File: config.mk
export PLATFORM = sky130hd
export DESIGN_NAME = fetch_queue_unit
export DESIGN_NICKNAME = d
export VERILOG_FILES = /design/src/rtl/fetch_queue_unit.sv
export SDC_FILE = /design/constraint.sdc
export NUM_CORES = 1
export LEC_CHECK = 0
export CORE_MARGIN = 2
export CORE_UTILIZATION = 45
export DETAILED_ROUTE_END_ITERATION = 8
export DONT_BUFFER_PORTS = 1
export PLACE_DENSITY = 0.57
export SLEW_MARGIN = 40
export SYNTH_ARGS = -nofsm -noshare
export SYNTH_HDL_FRONTEND = slang
export SYNTH_SLANG_ARGS = --single-unit
File: constraint.sdc
create_clock -name clk -period 10.55 [get_ports clk]
set_input_delay 2.6375 -clock clk [delete_from_list [all_inputs] [get_ports clk]]
set_output_delay 2.6375 -clock clk [all_outputs]
set_load 0.01 [all_outputs]
File: src/rtl/fetch_queue_unit.sv
// fetch_queue_unit: instruction-fetch stage with PC register, synchronous
// instruction-memory request port and a DEPTH-entry prefetch queue that
// feeds decode through a valid/ready handshake. A redirect flushes all
// queued and in-flight fetches and restarts fetch at the new address.
//
// Handshake: the queue offers its head on if_valid/if_inst/if_pc/if_pc4;
// a transfer completes in any cycle where if_valid and if_ready are both
// high (including a redirect cycle, where decode is expected to squash it).
// if_valid never depends on if_ready; if_ready may depend on if_valid.
module fetch_queue_unit #(
    parameter int               ADDR_W   = 32,
    parameter int               INST_W   = 32,
    parameter int               DEPTH    = 4,
    parameter logic [ADDR_W-1:0] RESET_PC = '0
) (
    input  logic              clk,
    input  logic              reset,
    input  logic              redirect,
    input  logic [ADDR_W-1:0] redirect_pc,
    output logic              imem_req,
    output logic [ADDR_W-1:0] imem_addr,
    input  logic [INST_W-1:0] imem_rdata,
    output logic              if_valid,
    input  logic              if_ready,
    output logic [INST_W-1:0] if_inst,
    output logic [ADDR_W-1:0] if_pc,
    output logic [ADDR_W-1:0] if_pc4
);

    localparam int PTR_W = $clog2(DEPTH);
    localparam int CNT_W = PTR_W + 1;
    localparam logic [CNT_W:0] DEPTH_V = (CNT_W + 1)'(DEPTH);

    logic [ADDR_W-1:0] fetch_pc;
    logic [ADDR_W-1:0] req_pc;     // address of the request whose data arrives next cycle
    logic              inflight;   // a memory response arrives this cycle
    logic [INST_W-1:0] inst_mem [DEPTH];
    logic [ADDR_W-1:0] pc_mem   [DEPTH];
    logic [PTR_W-1:0]  rd_ptr;
    logic [PTR_W-1:0]  wr_ptr;
    logic [CNT_W-1:0]  count;
    logic              pop;
    logic              push;
    logic [CNT_W:0]    occupancy;  // slots committed after this cycle's pop

    // Head presentation, handshake and issue gating.
    // Issue counts the in-flight response as occupied so a push can never overflow.
    always_comb begin
        if_valid  = reset & (count != '0);
        pop       = if_valid & if_ready;
        push      = inflight & ~redirect;
        occupancy = {1'b0, count} + {{CNT_W{1'b0}}, inflight} - {{CNT_W{1'b0}}, pop};
        imem_req  = reset & ~redirect & (occupancy < DEPTH_V);
        imem_addr = fetch_pc;
        if_inst   = '0;
        if_pc     = '0;
        if_pc4    = '0;
        if (if_valid) begin
            if_inst = inst_mem[rd_ptr];
            if_pc   = pc_mem[rd_ptr];
            if_pc4  = pc_mem[rd_ptr] + ADDR_W'(4);
        end
    end

    // PC, in-flight tracking and queue pointers; reset beats redirect beats normal flow.
    always_ff @(posedge clk) begin
        if (!reset) begin
            fetch_pc <= RESET_PC;
            req_pc   <= '0;
            inflight <= 1'b0;
            rd_ptr   <= '0;
            wr_ptr   <= '0;
            count    <= '0;
        end else if (redirect) begin
            fetch_pc <= redirect_pc & ~ADDR_W'(3);
            inflight <= 1'b0;
            rd_ptr   <= '0;
            wr_ptr   <= '0;
            count    <= '0;
        end else begin
            if (imem_req) begin
                fetch_pc <= fetch_pc + ADDR_W'(4);
                req_pc   <= fetch_pc;
            end
            inflight <= imem_req;
            if (push) wr_ptr <= wr_ptr + PTR_W'(1);
            if (pop)  rd_ptr <= rd_ptr + PTR_W'(1);
            case ({push, pop})
                2'b10:   count <= count + CNT_W'(1);
                2'b01:   count <= count - CNT_W'(1);
                default: count <= count;
            endcase
        end
    end

    // Queue storage: capture the arriving instruction with the address it was fetched from.
    always_ff @(posedge clk) begin
        if (reset && push) begin
            inst_mem[wr_ptr] <= imem_rdata;
            pc_mem[wr_ptr]   <= req_pc;
        end
    end

endmodule

# After elaboration in Yosys (flattened, before gate mapping)
# Memories as Yosys holds them, arrays and structs flattened. A register that Yosys moved wholly into a read port is not among the register bits.
# Index checks and enable logic that the tools add are counted.
# totals
reg_bits	72
in_bits	68
output_inout_bits	130
ram_bits	256
mem_count	2
wordCells	45
# classes
magnitude_cmp	1
n_mux	12
reduce_logical	6
n_eq_ne	2
add_sub_neg	8
bitwise_logic	7
# memory_table
memory	words	word_bits	read_ports	rd_clocked_by_memory_dff	write_ports	line	source
inst_mem	4	32	1	1	1	37	logic [INST_W-1:0] inst_mem [DEPTH];
pc_mem	4	32	1	1	1	38	logic [ADDR_W-1:0] pc_mem [DEPTH];
# ops
operator	n
$mux W32	5
$add A32 B3 Y32 const B	2
$mux W2	4
$pmux W3 S2	1
$and A1 B1 Y1	5
$add A2 B1 Y2 const B	2
$add A3 B1 Y4	1
$lt A4 B3 Y1 const B	1
$reduce_bool A2 Y1	2
$sub A4 B1 Y4	1
$add A3 B1 Y3 const B	1
$reduce_bool A3 Y1	1
$sub A3 B1 Y3 const B	1
$eq A2 B1 Y1 const B	1
$eq A2 B2 Y1 const B	1
$mux W1	2
$not A1 Y1	2
$reduce_and A2 Y1	1
$reduce_or A2 Y1	1
$logic_and A1 B1 Y1	1

# Depth between registers and ports, before layout
# depth
ltp_word	8
depth_mapped	16
ltp_nobuf	13

# Worst setup path after synthesis
# No wires, ideal clock.
# synth_timing
path_kind	input port to output port
start	input port reset
end	output port imem_req
t_required_ns	7.913
arrival_time_ns	4.973
stages	14
path_slack_ns	2.940
path_cell_list	clkbuf_1 o31ai_1 inv_1 and2_1 ha_1 inv_1 ha_1 and3b_4 nor4b_2 o31ai_2 or2_1 buf_4 clkinv_2 buf_6
# synth_via
elab_chain_len	5
# synth_rtl
element	line	source
start: declaration	17	input logic reset,
$and A1 B1 Y1	49	if_valid = reset & (count != '0);
$and A1 B1 Y1	50	pop = if_valid & if_ready;
named net pop	42	logic pop;
$sub A4 B1 Y4	52	occupancy = {1'b0, count} + {{CNT_W{1'b0}}, inflight} - {{CNT_W{1'b0}}, pop};
$lt A4 B3 Y1	53	imem_req = reset & ~redirect & (occupancy < DEPTH_V);
$and A1 B1 Y1	53	
end: declaration	20	output logic imem_req,
# The timed path passes the listed nets, and every way through them passes these cells.

# Final worst setup path
# Ends and elaborated chain as after synthesis.

==> out/qor_table.md <==
| Parameter | This run | Unit |
|---|---|---|
| Area of the die | 31580 | um2 |
| Mean number of vias per cell | 5.441 | - |
| Placement Rows | 63 | - |
| DRC violation count after routing | 0 | - |
| Setup TNS | 0 | ns |
| Total standard cell area after synthesis | 13580 | um2 |
| Post-CTS Hold Buffers | 0 | - |
| Critical path start-end classification | primary input to primary output | - |
| Cell count of the worst reg-to-reg path | 14 | - |
| Number of enable flip-flop cells after synthesis | 248 | - |
| Endpoint kind of the worst setup timing path | primary output | - |
| Hold path depth | 2 | - |
| Max Root-Sink Buffers | 3 | - |
| Run status | completed | - |
| Global route total overflow | 0 | - |
| Max capacitance violation total | 0 | - |
| Post-Synthesis Mean Instance Area | 14.94 | um2 |
| Clock root buffer | sky130_fd_sc_hd__clkbuf_16 | - |
| Filler cells | 2541 | - |
| Source-to-sink clock delay at the later pin of the worst-skew pair | 0.51 | ns |
| Die Y | 177.7 | um |
| Source of the worst register-to-register timing path | count[2]$_SDFFE_PP0P_ | - |
| Total number of yosys warnings | 0 | - |
| Maximum clock rate | 0.1259 | GHz |
| Area of the multi-input gates | 4358 | um2 |
| Proportion of netlist area held by the largest area contributor | 0.5485 | - |
| Storage element area | 8853 | um2 |
| Post-route minimum period | 7.941 | ns |
| Layout cell share with drive strength beyond 1 | 0.1542 | - |
| Count of boundary I/O pins | 198 | - |
| Flip-flop and latch count after synthesis | 318 | - |
| Number of distinct library cells after synthesis | 62 | - |
| Starting density of the core | 0.4581 | - |
| Final Hold Vio Count | 0 | - |
| DR pass1 iterations | 4 | - |
| Antenna-violating nets left | 0 | - |
| Clock Pin Slew Worst Setup and Hold Paths | 0.06 | ns |
| Chip width | 177.7 | um |
| Post-Syn Instances | 909 | - |
| Average routed wire per standard cell | 20.76 | um |
| GRT Resource Usage Total | 0.1756 | - |
| Type of element launching the critical path | primary input | - |
| First-pass GRT wire length | 42630 | um |
| Clock buffer count from CTS | 36 | - |
| Initial DRC Count | 442 | - |
| Non-filler cells, final | 1324 | - |
| Power per standard cell area | 175.2 | nW/um2 |
| Global placer's final weighted congestion | 0.7633 | - |
| Data arrival at the endpoint of the critical path | 5.30 | ns |
| Count of cells resized by post-cts repair | 0 | - |
| Fraction of the yosys area taken by sequential cells | 0.6517 | - |
| Area grow syn2layout | 10.58 | % |
| VDD IR max | 0.1150 | mV |
| Unrepaired setup endpoints after global routing | no | - |
| TritonCTS clock tree | yes | - |
| Hold crit path type | flip-flop to flip-flop | - |
| Core box area | 29640 | um2 |
| Placed wire-length estimate after detailed placement | 16840 | um |
| Hold path startpoint | req_pc[25]$_SDFFE_PN0P_ | - |
| Transition time at the pin with the least slew margin | 0.7438 | ns |
| Total wire length after detailed routing | 27490 | um |
| Final setup fails | 0 | - |
| Number of global-route vias before repair | 7441 | - |
| Number of clock sinks | 318 | - |
| Clock skew | 0.01049 | ns |
| Total Nets Final | 987 | - |
| Pins Over Slew Limit | 0 | - |
| Cell Count Post-Placement | 1260 | - |
| Leading cell types by total area after synthesis | sky130_fd_sc_hd__edfxtp_1, sky130_fd_sc_hd__dfxtp_1, sky130_fd_sc_hd__mux4_2 | - |
| Setup slack, reg-to-reg | 6.78 | ns |
| Vias post-DR | 7204 | - |
| Worst slew margin | 0.5042 | - |
| Portion of the clock cycle consumed by the worst path in the final layout | 0.7527 | - |
| Worst-path maximum fanout | 63 | - |
| Critical Path RT | 7.91 | ns |
| H-tree lvl count | 2 | - |
| Maximum number of pins on one net before global-route repair | 65 | - |
| Post-synth top flop | sky130_fd_sc_hd__edfxtp_1 | - |
| Share of flip-flops with an asynchronous set or reset after synthesis | 0 | - |
| WHS Endpoint | req_pc[25]$_SDFFE_PN0P_ | - |
| Terminus of the critical flop-to-flop path | req_pc[10]$_SDFFE_PN0P_ | - |
| Number of port buffers | 0 | - |
| Synth area leader | sky130_fd_sc_hd__edfxtp_1 | - |
| Antenna violations before repair | 1 | - |
| Static leakage | 4.948 | nW |
| Antenna Cells | 0 | - |
| Number of buffers inserted to repair setup after CTS | 0 | - |
## cells by family after synthesis
group	synth area share
other	0.0002762
flip-flops	0.6517
XOR/XNOR	0.03806
multiplexers	0.1087
buffers and inverters	0.03013
adder cells (fa/ha/maj)	0.01069
AND/OR/NAND/NOR	0.1140
AO/OA/AOI/OAI	0.04644
## worst max-delay path, stage by stage
cell and delay (ns):
sky130_fd_sc_hd__o31ai_4 0.03, sky130_fd_sc_hd__buf_4 0.38, sky130_fd_sc_hd__inv_2 0.06, sky130_fd_sc_hd__and2_1 0.22
sky130_fd_sc_hd__ha_1 0.20, sky130_fd_sc_hd__inv_1 0.05, sky130_fd_sc_hd__ha_1 0.21, sky130_fd_sc_hd__and3b_4 0.20
sky130_fd_sc_hd__o21a_1 0.21, sky130_fd_sc_hd__o31ai_2 0.51, sky130_fd_sc_hd__or2_1 0.22, sky130_fd_sc_hd__clkinv_2 0.35
## layout by cell type, fill, tap and decap left out, types with 4 or more instances in the layout
master,n
sky130_fd_sc_hd__conb_1,6
sky130_fd_sc_hd__nor2_1,50
sky130_fd_sc_hd__a21oi_1,24
sky130_fd_sc_hd__a21boi_1,29
sky130_fd_sc_hd__o21ai_0,24
sky130_fd_sc_hd__ha_1,10
sky130_fd_sc_hd__clkbuf_1,7
sky130_fd_sc_hd__buf_4,7
sky130_fd_sc_hd__xor2_1,27
sky130_fd_sc_hd__buf_6,5
sky130_fd_sc_hd__clkinv_2,7
sky130_fd_sc_hd__mux4_1,13
sky130_fd_sc_hd__clkinv_1,6
sky130_fd_sc_hd__nand2b_1,5
sky130_fd_sc_hd__edfxtp_1,248
sky130_fd_sc_hd__nor3_2,5
sky130_fd_sc_hd__nand2_1,81
sky130_fd_sc_hd__inv_1,16
sky130_fd_sc_hd__nor4_1,5
sky130_fd_sc_hd__and3_2,4
sky130_fd_sc_hd__nand4_1,11
sky130_fd_sc_hd__o211a_1,7
sky130_fd_sc_hd__and2_1,69
sky130_fd_sc_hd__mux4_2,49
sky130_fd_sc_hd__nand3_1,20
sky130_fd_sc_hd__xnor2_1,32
sky130_fd_sc_hd__nor3_1,9
sky130_fd_sc_hd__dfxtp_1,68
sky130_fd_sc_hd__clkbuf_16,37
## final cells by class
cell class,count,share of cell area
clock buffer,47,0.06617
timing repair buffer,12,0.007250
clock inverter,17,0.009333
tap,390,0.03250
sequential,318,0.5897
inverter,19,0.004833
multi-input combinational,521,0.2903
## layer usage
layer / wire, um / share of wire / global-route usage
met4: 528 / 0.019 / 0.04816
met2: 12220 / 0.44 / 0.2724
met3: 2166 / 0.079 / 0.05377
met1: 12560 / 0.46 / 0.2408
met5: 12 / 0.00044 / 0
## registers in the layout (all words and copies together) (netlist names), named ones only
| signal | cells |
|---|---|
| rd_ptr | 2 |
| req_pc | 30 |
| wr_ptr | 2 |
| inflight | 1 |
| inst_mem | 128 |
| imem_addr | 30 |
| count | 3 |
| pc_mem | 120 |
## where the power goes
group	total (mW)	internal (mW)	switching, mW
registers	1.39	1.36	0.0257
clock network	1.19	0.712	0.475
logic	0.0557	0.0230	0.0326
## worst max path at each step
stage	start	cells past startpoint	to	slack (ns)
2_1_floorplan	reset	14	imem_req	2.94
3_3_place_gp	reset	12	imem_req	2.63
3_5_place_dp	reset	12	imem_req	2.58
4_1_cts	reset	12	imem_req	2.57
5_1_grt	reset	12	imem_req	2.36
6_report	reset	12	imem_req	2.61
## cells in the mapped netlist, types with 24 or more instances
cell and n:
sky130_fd_sc_hd__a21oi_1 24, sky130_fd_sc_hd__nand2_1 81, sky130_fd_sc_hd__clkbuf_1 24, sky130_fd_sc_hd__edfxtp_1 248, sky130_fd_sc_hd__nor2_1 50, sky130_fd_sc_hd__a21boi_1 29, sky130_fd_sc_hd__xnor2_1 32, sky130_fd_sc_hd__xor2_1 27
sky130_fd_sc_hd__mux4_2 49, sky130_fd_sc_hd__and2_1 69, sky130_fd_sc_hd__dfxtp_1 70, sky130_fd_sc_hd__o21ai_0 24
## through the flow
step | worst slack [ns] | power (mW) | hold WS [ns] | util | cell area (um2)
2_1_floorplan | 2.940 | 1.458 | 0.4600 | - | 13600
4_1_cts | 2.575 | 2.665 | 0.5030 | 0.5066 | 15010
6_report | 2.609 | 2.631 | 0.4996 | 0.5066 | 15010
5_1_grt | 2.357 | 2.720 | 0.5205 | 0.5066 | 15010
3_5_place_dp | 2.585 | 1.471 | 0.4939 | 0.4683 | 13880
3_3_place_gp | 2.634 | 1.470 | 0.4803 | 0.4677 | 13860
(Power assumes the default switching activity.)
